===== config.mk =====
export PLATFORM = sky130hd
export DESIGN_NAME = muldiv_sequencer
export DESIGN_NICKNAME = d
export VERILOG_FILES = /design/src/rtl/muldiv_sequencer.sv
export SDC_FILE = /design/constraint.sdc
export NUM_CORES = 1
export LEC_CHECK = 0
export ABC_AREA = 1
export CAP_MARGIN = 30
export CORE_MARGIN = 1
export CORE_UTILIZATION = 58
export CTS_BUF_LIST = sky130_fd_sc_hd__clkbuf_8
export CTS_CLUSTER_SIZE = 8
export DETAILED_ROUTE_END_ITERATION = 8
export PLACE_DENSITY = 0.87
export SLEW_MARGIN = 10
export SYNTH_ARGS = -nofsm -noshare
export SYNTH_HDL_FRONTEND = slang
export SYNTH_SLANG_ARGS = --single-unit

===== constraint.sdc =====
create_clock -name clk -period 2.9 [get_ports clk]
set_clock_uncertainty 0.1 [all_clocks]
set_input_delay 0.58 -clock clk [delete_from_list [all_inputs] [get_ports clk]]
set_output_delay 0.58 -clock clk [all_outputs]
set_load 0.02 [all_outputs]

===== src/rtl/muldiv_sequencer.sv =====
// muldiv_sequencer
//   Iterative RV32M multiply/divide unit for the Execute stage. A start in IDLE
//   latches conditioned (magnitude) operands, then runs 32 shift-add (MUL) or
//   32 restoring shift-subtract (DIV) steps, and presents the sign-corrected
//   result for one cycle in DONE. Divide-by-zero and signed overflow skip the
//   iterations and go straight to DONE.
//
// Ports
//   clk        : clock, rising edge
//   rst_n      : asynchronous active-low reset
//   FlushE     : Execute flush, aborts any operation (beats StartE)
//   StartE     : mul/div instruction present in Execute
//   MDOpE      : 0 MUL,1 MULH,2 MULHSU,3 MULHU,4 DIV,5 DIVU,6 REM,7 REMU
//   SrcAE      : rs1 operand
//   SrcBE      : rs2 operand
//   StallMD    : holds Fetch/Decode/Execute while high
//   MDValidE   : MDResultE valid this cycle (DONE only)
//   MDResultE  : result, zero outside DONE
module muldiv_sequencer #(
  parameter int word_width = 32
) (
  input  logic                  clk,
  input  logic                  rst_n,
  input  logic                  FlushE,
  input  logic                  StartE,
  input  logic [2:0]            MDOpE,
  input  logic [word_width-1:0] SrcAE,
  input  logic [word_width-1:0] SrcBE,
  output logic                  StallMD,
  output logic                  MDValidE,
  output logic [word_width-1:0] MDResultE
);

  localparam logic [1:0] IDLE = 2'd0;
  localparam logic [1:0] MUL  = 2'd1;
  localparam logic [1:0] DIV  = 2'd2;
  localparam logic [1:0] DONE = 2'd3;

  localparam logic [2:0] OP_MUL    = 3'd0;
  localparam logic [2:0] OP_MULH   = 3'd1;
  localparam logic [2:0] OP_MULHSU = 3'd2;
  localparam logic [2:0] OP_DIV    = 3'd4;
  localparam logic [2:0] OP_REM    = 3'd6;

  logic [1:0]  state;
  logic [5:0]  cnt;
  logic [2:0]  op_q;
  logic [31:0] a_q;      // multiplicand magnitude
  logic [31:0] b_q;      // divisor magnitude
  logic [63:0] prod;     // upper half accumulates, lower half shifts out the multiplier
  logic [31:0] quot;     // dividend shifts out the top as quotient bits shift in
  logic [32:0] rem;      // partial remainder
  logic        neg_q;    // negate product / quotient in DONE
  logic        neg_r;    // negate remainder in DONE (dividend sign)

  // ---------------------------------------------------------------------------
  // Operand conditioning at start
  // ---------------------------------------------------------------------------
  logic        a_signed, b_signed, a_neg, b_neg, is_div, div_zero, div_ovf, start;
  logic [31:0] a_mag, b_mag;

  // MUL's low word is sign-independent, so it is treated as unsigned.
  assign a_signed = (MDOpE == OP_MULH) || (MDOpE == OP_MULHSU) ||
                    (MDOpE == OP_DIV)  || (MDOpE == OP_REM);
  assign b_signed = (MDOpE == OP_MULH) || (MDOpE == OP_DIV) || (MDOpE == OP_REM);
  assign a_neg    = a_signed && SrcAE[31];
  assign b_neg    = b_signed && SrcBE[31];
  assign a_mag    = a_neg ? (32'd0 - SrcAE) : SrcAE;
  assign b_mag    = b_neg ? (32'd0 - SrcBE) : SrcBE;
  assign is_div   = MDOpE[2];
  assign div_zero = is_div && (SrcBE == 32'd0);
  assign div_ovf  = is_div && !MDOpE[0] &&
                    (SrcAE == 32'h8000_0000) && (SrcBE == 32'hFFFF_FFFF);
  assign start    = (state == IDLE) && StartE && !FlushE;

  // ---------------------------------------------------------------------------
  // Iteration datapath
  // ---------------------------------------------------------------------------
  logic [32:0] mul_sum;
  logic [63:0] prod_next;
  logic [33:0] div_shift;
  logic [32:0] div_diff;
  logic        div_ge;

  assign mul_sum   = {1'b0, prod[63:32]} + {1'b0, a_q};
  assign prod_next = prod[0] ? {mul_sum, prod[31:1]} : {1'b0, prod[63:1]};

  // The partial remainder stays below the divisor, so the shifted value fits
  // in 33 bits and the 33-bit difference is exact whenever div_ge holds.
  assign div_shift = {rem, quot[31]};
  assign div_ge    = div_shift >= {2'b00, b_q};
  assign div_diff  = div_shift[32:0] - {1'b0, b_q};

  // ---------------------------------------------------------------------------
  // State and registers
  // ---------------------------------------------------------------------------
  // NOTE: all state uses non-blocking assignments so every register samples
  // pre-edge values; the datapath registers are reset too so outputs and
  // internal state are fully defined straight out of reset.
  always_ff @(posedge clk or negedge rst_n) begin
    if (!rst_n) begin
      state <= IDLE;
      cnt   <= '0;
      op_q  <= '0;
      a_q   <= '0;
      b_q   <= '0;
      prod  <= '0;
      quot  <= '0;
      rem   <= '0;
      neg_q <= 1'b0;
      neg_r <= 1'b0;
    end else if (FlushE) begin
      state <= IDLE;
    end else begin
      case (state)
        IDLE: begin
          if (start) begin
            op_q <= MDOpE;
            cnt  <= '0;
            a_q  <= a_mag;
            b_q  <= b_mag;
            if (!is_div) begin
              prod  <= {32'd0, b_mag};
              neg_q <= a_neg ^ b_neg;
              neg_r <= 1'b0;
              state <= MUL;
            end else if (div_zero) begin
              quot  <= 32'hFFFF_FFFF;
              rem   <= {1'b0, SrcAE};
              neg_q <= 1'b0;
              neg_r <= 1'b0;
              state <= DONE;
            end else if (div_ovf) begin
              quot  <= 32'h8000_0000;
              rem   <= '0;
              neg_q <= 1'b0;
              neg_r <= 1'b0;
              state <= DONE;
            end else begin
              quot  <= a_mag;
              rem   <= '0;
              neg_q <= a_neg ^ b_neg;
              neg_r <= a_neg;
              state <= DIV;
            end
          end
        end
        MUL: begin
          prod <= prod_next;
          cnt  <= cnt + 6'd1;
          if (cnt == 6'd31) state <= DONE;
        end
        DIV: begin
          quot <= {quot[30:0], div_ge};
          rem  <= div_ge ? div_diff : div_shift[32:0];
          cnt  <= cnt + 6'd1;
          if (cnt == 6'd31) state <= DONE;
        end
        default: state <= IDLE;   // DONE ignores StartE: it belongs to the completing op
      endcase
    end
  end

  // ---------------------------------------------------------------------------
  // Outputs
  // ---------------------------------------------------------------------------
  logic [63:0] prod_s;
  logic [31:0] quot_s, rem_s;

  assign prod_s = neg_q ? (64'd0 - prod) : prod;
  assign quot_s = neg_q ? (32'd0 - quot) : quot;
  assign rem_s  = neg_r ? (32'd0 - rem[31:0]) : rem[31:0];

  assign StallMD  = start || (state == MUL) || (state == DIV);
  assign MDValidE = (state == DONE);

  // NOTE: defaulting the output first keeps this block free of inferred latches.
  always_comb begin
    MDResultE = '0;
    if (state == DONE) begin
      case (op_q)
        OP_MUL:             MDResultE = prod_s[31:0];
        3'd1, 3'd2, 3'd3:   MDResultE = prod_s[63:32];
        3'd4, 3'd5:         MDResultE = quot_s;
        default:            MDResultE = rem_s;
      endcase
    end
  end

endmodule


==> results_dict.tcl, run 1 <==
set metrics [dict create \
    status "did not finish" \
    haltStage "global routing (5_1_grt)" \
    error "[ERROR GRT-0116] Global routing finished with congestion. Check the congestion regions in the DRC Viewer." \
    grt_max_degree 91 \
    grt_pass1_wl_um 184400 \
    synth_top_flop_cell "dfrtp_1" \
    row_count 69 \
    ys_warn_count 0 \
    synth_common_cells "nand2_1 (1097), nor2_1 (505), inv_1 (447)" \
    yosysMostFrequentCell "nand2_1" \
    synth.area.top_cells "dfrtp_1 (24%), nand2_1 (19%), nor2_1 (8.9%), nand3_1 (8.1%), inv_1 (7.9%)" \
    htree_levels 2 \
    die_w_um 193.6 \
    syn-mean-instance-area_um2 5.765 \
    place_congestion 1.236 \
    io_pins 105 \
    cts_buffer_depth 3 \
    dp_slack_ps -489.5 \
    io_buffers 104 \
    dp_hpwl_um 74510 \
    cts.sink_count 206 \
    synth_area_um2 21300 \
    synth_top_cell_by_area "dfrtp_1" \
    ys_seq_area_share_pct 24.20 \
    cts_root_buffer "clkbuf_8" \
    overflow 74 \
    synth_cells 3695 \
    start_util_pct 59.45 \
    grt_usage_pct 63.56 \
    grt_pass1_vias 32910 \
    yosysTopAreaCellShare_pct 24.20 \
    fp.dieH_um 193.6 \
    synth_cell_type_count 51 \
    syn_nets 3843 \
    numCtsBuffers 38 \
    synth_edf_count 0 \
    async_flop_share_pct 100.0 \
    ys_ff_latch 206 \
]
-- repair_timing --
| item | CTS |
|---|---|
| hold buffers | 1 |
| pin swaps | 116 |
| buffers inserted | 31 |
| endpoints found under the setup margin | 33 |
| endpoints found under the hold margin | 53 |
| gates resized for setup | 528 |
-- cell families after synthesis --
kind of cell	Yosys count	share of synthesized area, %
simple gates	2109	41.31
mux	2	0.09399
fa+ha+maj	77	4.594
flops	206	24.20
buf+inv	579	10.69
compound gates	643	15.86
xor+xnor	79	3.248
-- routing by layer --
layer | GRT overflow | track usage [%]
met1 | 0 | 64.38
met2 | 36 | 81.71
met3 | 2 | 46.69
met4 | 36 | 61.33
met5 | 0 | 14.43
-- metrics by stage --
| stage | cell area (um2) | cells |
|---|---|---|
| detailed placement | 27030 | 4724 |
| floorplan | 21350 | 3695 |
| global placement | 27030 | 4724 |
| CTS | 29070 | 4818 |
==> inputs of run 2 (changes only) <==
- CORE_UTILIZATION: 58 -> 40
- CTS_BUF_LIST: sky130_fd_sc_hd__clkbuf_8 -> default
- CTS_CLUSTER_SIZE: 8 -> default
- PLACE_DENSITY: 0.87 -> default
- PLACE_DENSITY_LB_ADDON: default -> 0.15
- clock period: 2.9 -> 3.8 ns (I/O delays scaled with it)
==> run 2 against run 1 <==
- the flow now finishes without violations
- synthesized area is the same
- synthesized cell count is the same
==> results_dict.tcl, run 2 <==
set metrics [dict create \
    status "finished clean" \
    postRouteWirelength_um 98710 \
    instances_no_fill 4614 \
    hold_viol_final 0 \
    critical_path_arrival_ps 2870 \
    path_buf_inv 2 \
    fin_tns_setup_ps 0 \
    overflow 0 \
    ys_warn_count 0 \
    start_util_pct 40.53 \
    multi_input_area_um2 14130 \
    synth_top_flop_cell "dfrtp_1" \
    regMostFlops "prod" \
    p_comb_share_pct 69.5 \
    maxCapViolCount 0 \
    crit_chain "nor2_1 > nand3_1 > nor2_1 > buf_4 > nand4_1 > nand2_4 > nand2_1 > a21oi_1 > o21ai_0 > a21oi_1 > buf_4" \
    pwr-share-seq_pct 18.9 \
    p_total_w 0.02306 \
    synth_edf_count 0 \
    yosysTopAreaCellShare_pct 24.20 \
    hold_class "primary input to async pin" \
    num_vias 25600 \
    crit_type "register to output pin" \
    slew_viol_final 0 \
    dp_hpwl_um 80570 \
    cts_buffer_depth 3 \
    use_met1_pct 47.36 \
    synth.area.top_cells "dfrtp_1 (24%), nand2_1 (19%), nor2_1 (8.9%), nand3_1 (8.1%), inv_1 (7.9%)" \
    setup.worst_path.end_class "output pin" \
    dp.cells 4560 \
    io_pins 105 \
    drt_iter0_drc 2778 \
    grtUsageMet2_pct 57.23 \
    synth_common_cells "nand2_1 (1097), nor2_1 (505), inv_1 (447)" \
    pwr-share-clk_pct 11.6 \
    yosysMostFrequentCell "nand2_1" \
    die_area_um2 54180 \
    place_congestion 1.033 \
    p_sw_w 0.01328 \
    most-common-layout-cells "nand2_1 (1091), nor2_1 (474), inv_1 (443), nand3_1 (338), a21oi_1 (279)" \
    utilization_pct 48.12 \
    grtUsageMet3_pct 5.208 \
    insertion_delay_ps 580 \
    finalSetupViolCount 0 \
    core-area_um2 52550 \
    ant_nets 0 \
    remaining_drc_errors 0 \
    final-seq-area_um2 5157 \
    cts.sink_count 206 \
    peakVddDrop_mv 0.5325 \
    fp.dieH_um 232.8 \
    max_slew_margin_pct 34.83 \
    p_leak_nw 12.61 \
    row_count 84 \
    synth_cell_type_count 51 \
    nets 4054 \
    cts_root_buffer "clkbuf_16" \
    first_pass_iters 7 \
    post-route-period-util_pct 98.25 \
    viasPerCell 5.548 \
    ctsHoldBuffers 0 \
    grt_pass1_vias 23740 \
    slowest_stage "dfrtp_1" \
    p_int_w 0.009778 \
    grt_max_degree 105 \
    grt_usage_pct 36.18 \
    worstMarginPinSlew_ps 977.6 \
    p_sw_share_pct 57.60 \
    worstPathRequired_ps 2940 \
    htree_levels 1 \
    syn-mean-instance-area_um2 5.765 \
    path_delay_family "simple AND/OR/NAND/NOR gates" \
    synth_area_um2 21300 \
    crit_path_start_kind "register" \
    syn_nets 3843 \
    die_w_um 232.8 \
    busiest_layer "met2" \
    clkTransAtPathRegs_ps 60 \
    largest_reg_flops 64 \
    syn_to_final_growth_pct 18.71 \
    cts_tree "built" \
    post_drt_wl_per_cell_um 21.39 \
    fin_area_um2 25290 \
    reg_top3 "prod x64, rem x33" \
    num_antenna_cells 0 \
    ys_ff_latch 206 \
    layout_commonest_cell "nand2_1" \
    io_buffers 104 \
    async_flop_share_pct 100.0 \
    antenna_found_initial 2 \
    n_fill_cell 5781 \
    grt_pass1_wl_um 146600 \
    critPathMaxFanout 5 \
    ys_seq_area_share_pct 24.20 \
    numCtsBuffers 26 \
    drive_above_1_share_pct 9.781 \
    synth_cells 3695 \
    max_stage_delay_ps 410 \
    placed_area_um2 24200 \
    period_needed_ps 3733 \
    powerDensity_nw_per_um2 912.0 \
    rsz0062_at_grt "true" \
    synth_top_cell_by_area "dfrtp_1" \
    max_freq_mhz 267.9 \
]
## run 2: kinds of logic (layout without fill, tap and decap cells)
| logic type | Yosys count | count (layout) | synth area share (%) |
|---|---|---|---|
| xor gates and xnor gates | 79 | 79 | 3.248 |
| buffers and inverters | 579 | 810 | 10.69 |
| and+or+nand+nor | 2109 | 2109 | 41.31 |
| muxes | 2 | 2 | 0.09399 |
| AOI/OAI and AO/OA | 643 | 643 | 15.86 |
| DFF | 206 | 206 | 24.20 |
| adders and majority gates | 77 | 77 | 4.594 |
## run 2: power groups by stage
| stage | Sequential [W] | Combinational (W) | Clock, W |
|---|---|---|---|
| floorplan | 0.00392 | 0.0101 | 0 |
| global placement | 0.00429 | 0.0154 | 0 |
| detailed placement | 0.00432 | 0.0154 | 0 |
| CTS | 0.00430 | 0.0155 | 0.00269 |
| global route | 0.00442 | 0.0176 | 0.00278 |
| finish | 0.00436 | 0.0160 | 0.00268 |
## run 2: path summary, 6_finish.rpt
check	start	end	slack, ps	depth (start not counted)
max in group asynchronous	rst_n	cnt[3]	2720	2
min in group clk	rem[32]	rem[32]	400	2
min	rst_n	prod[21]	30	1
max	prod[15]	MDResultE[10]	70	11
max reg2reg	rem[13]	rem[13]	770	15
min reg2reg	rem[32]	rem[32]	400	2
## run 2: metrics by stage
step	hold WS (ps)	worst slack (ps)
floorplan	348.8	418.7
global placement	366.5	108.4
detailed placement	375.1	74.90
CTS	63.05	12.31
global route	68.73	-31.30
finish	27.76	66.64
## run 2: metal layers
layer  up-vias  share of wire [%]
met5         -              0.013
li1      12400                  -
met2      1122                 44
met3       235                7.5
met1     11840                 42
met4         2                6.2
## run 2: area by class of cell
type | count | area share [%]
clock buffer | 36 | 3.083
timing repair buffer | 300 | 9.842
clock inverter | 12 | 0.5096
tap | 688 | 3.404
multi-input combinational | 2910 | 55.89
sequential | 206 | 20.40
inverter | 462 | 6.873
## run 2: timing repair
item                                    in CTS  in global routing
resized for setup                           94                104
hold endpoints to repair                     0                  0
endpoints found under the setup margin      32                 32
setup buffers                                0                  6
pin swaps                                    0                  9
Note: power is estimated with default switching activity, not from simulation.
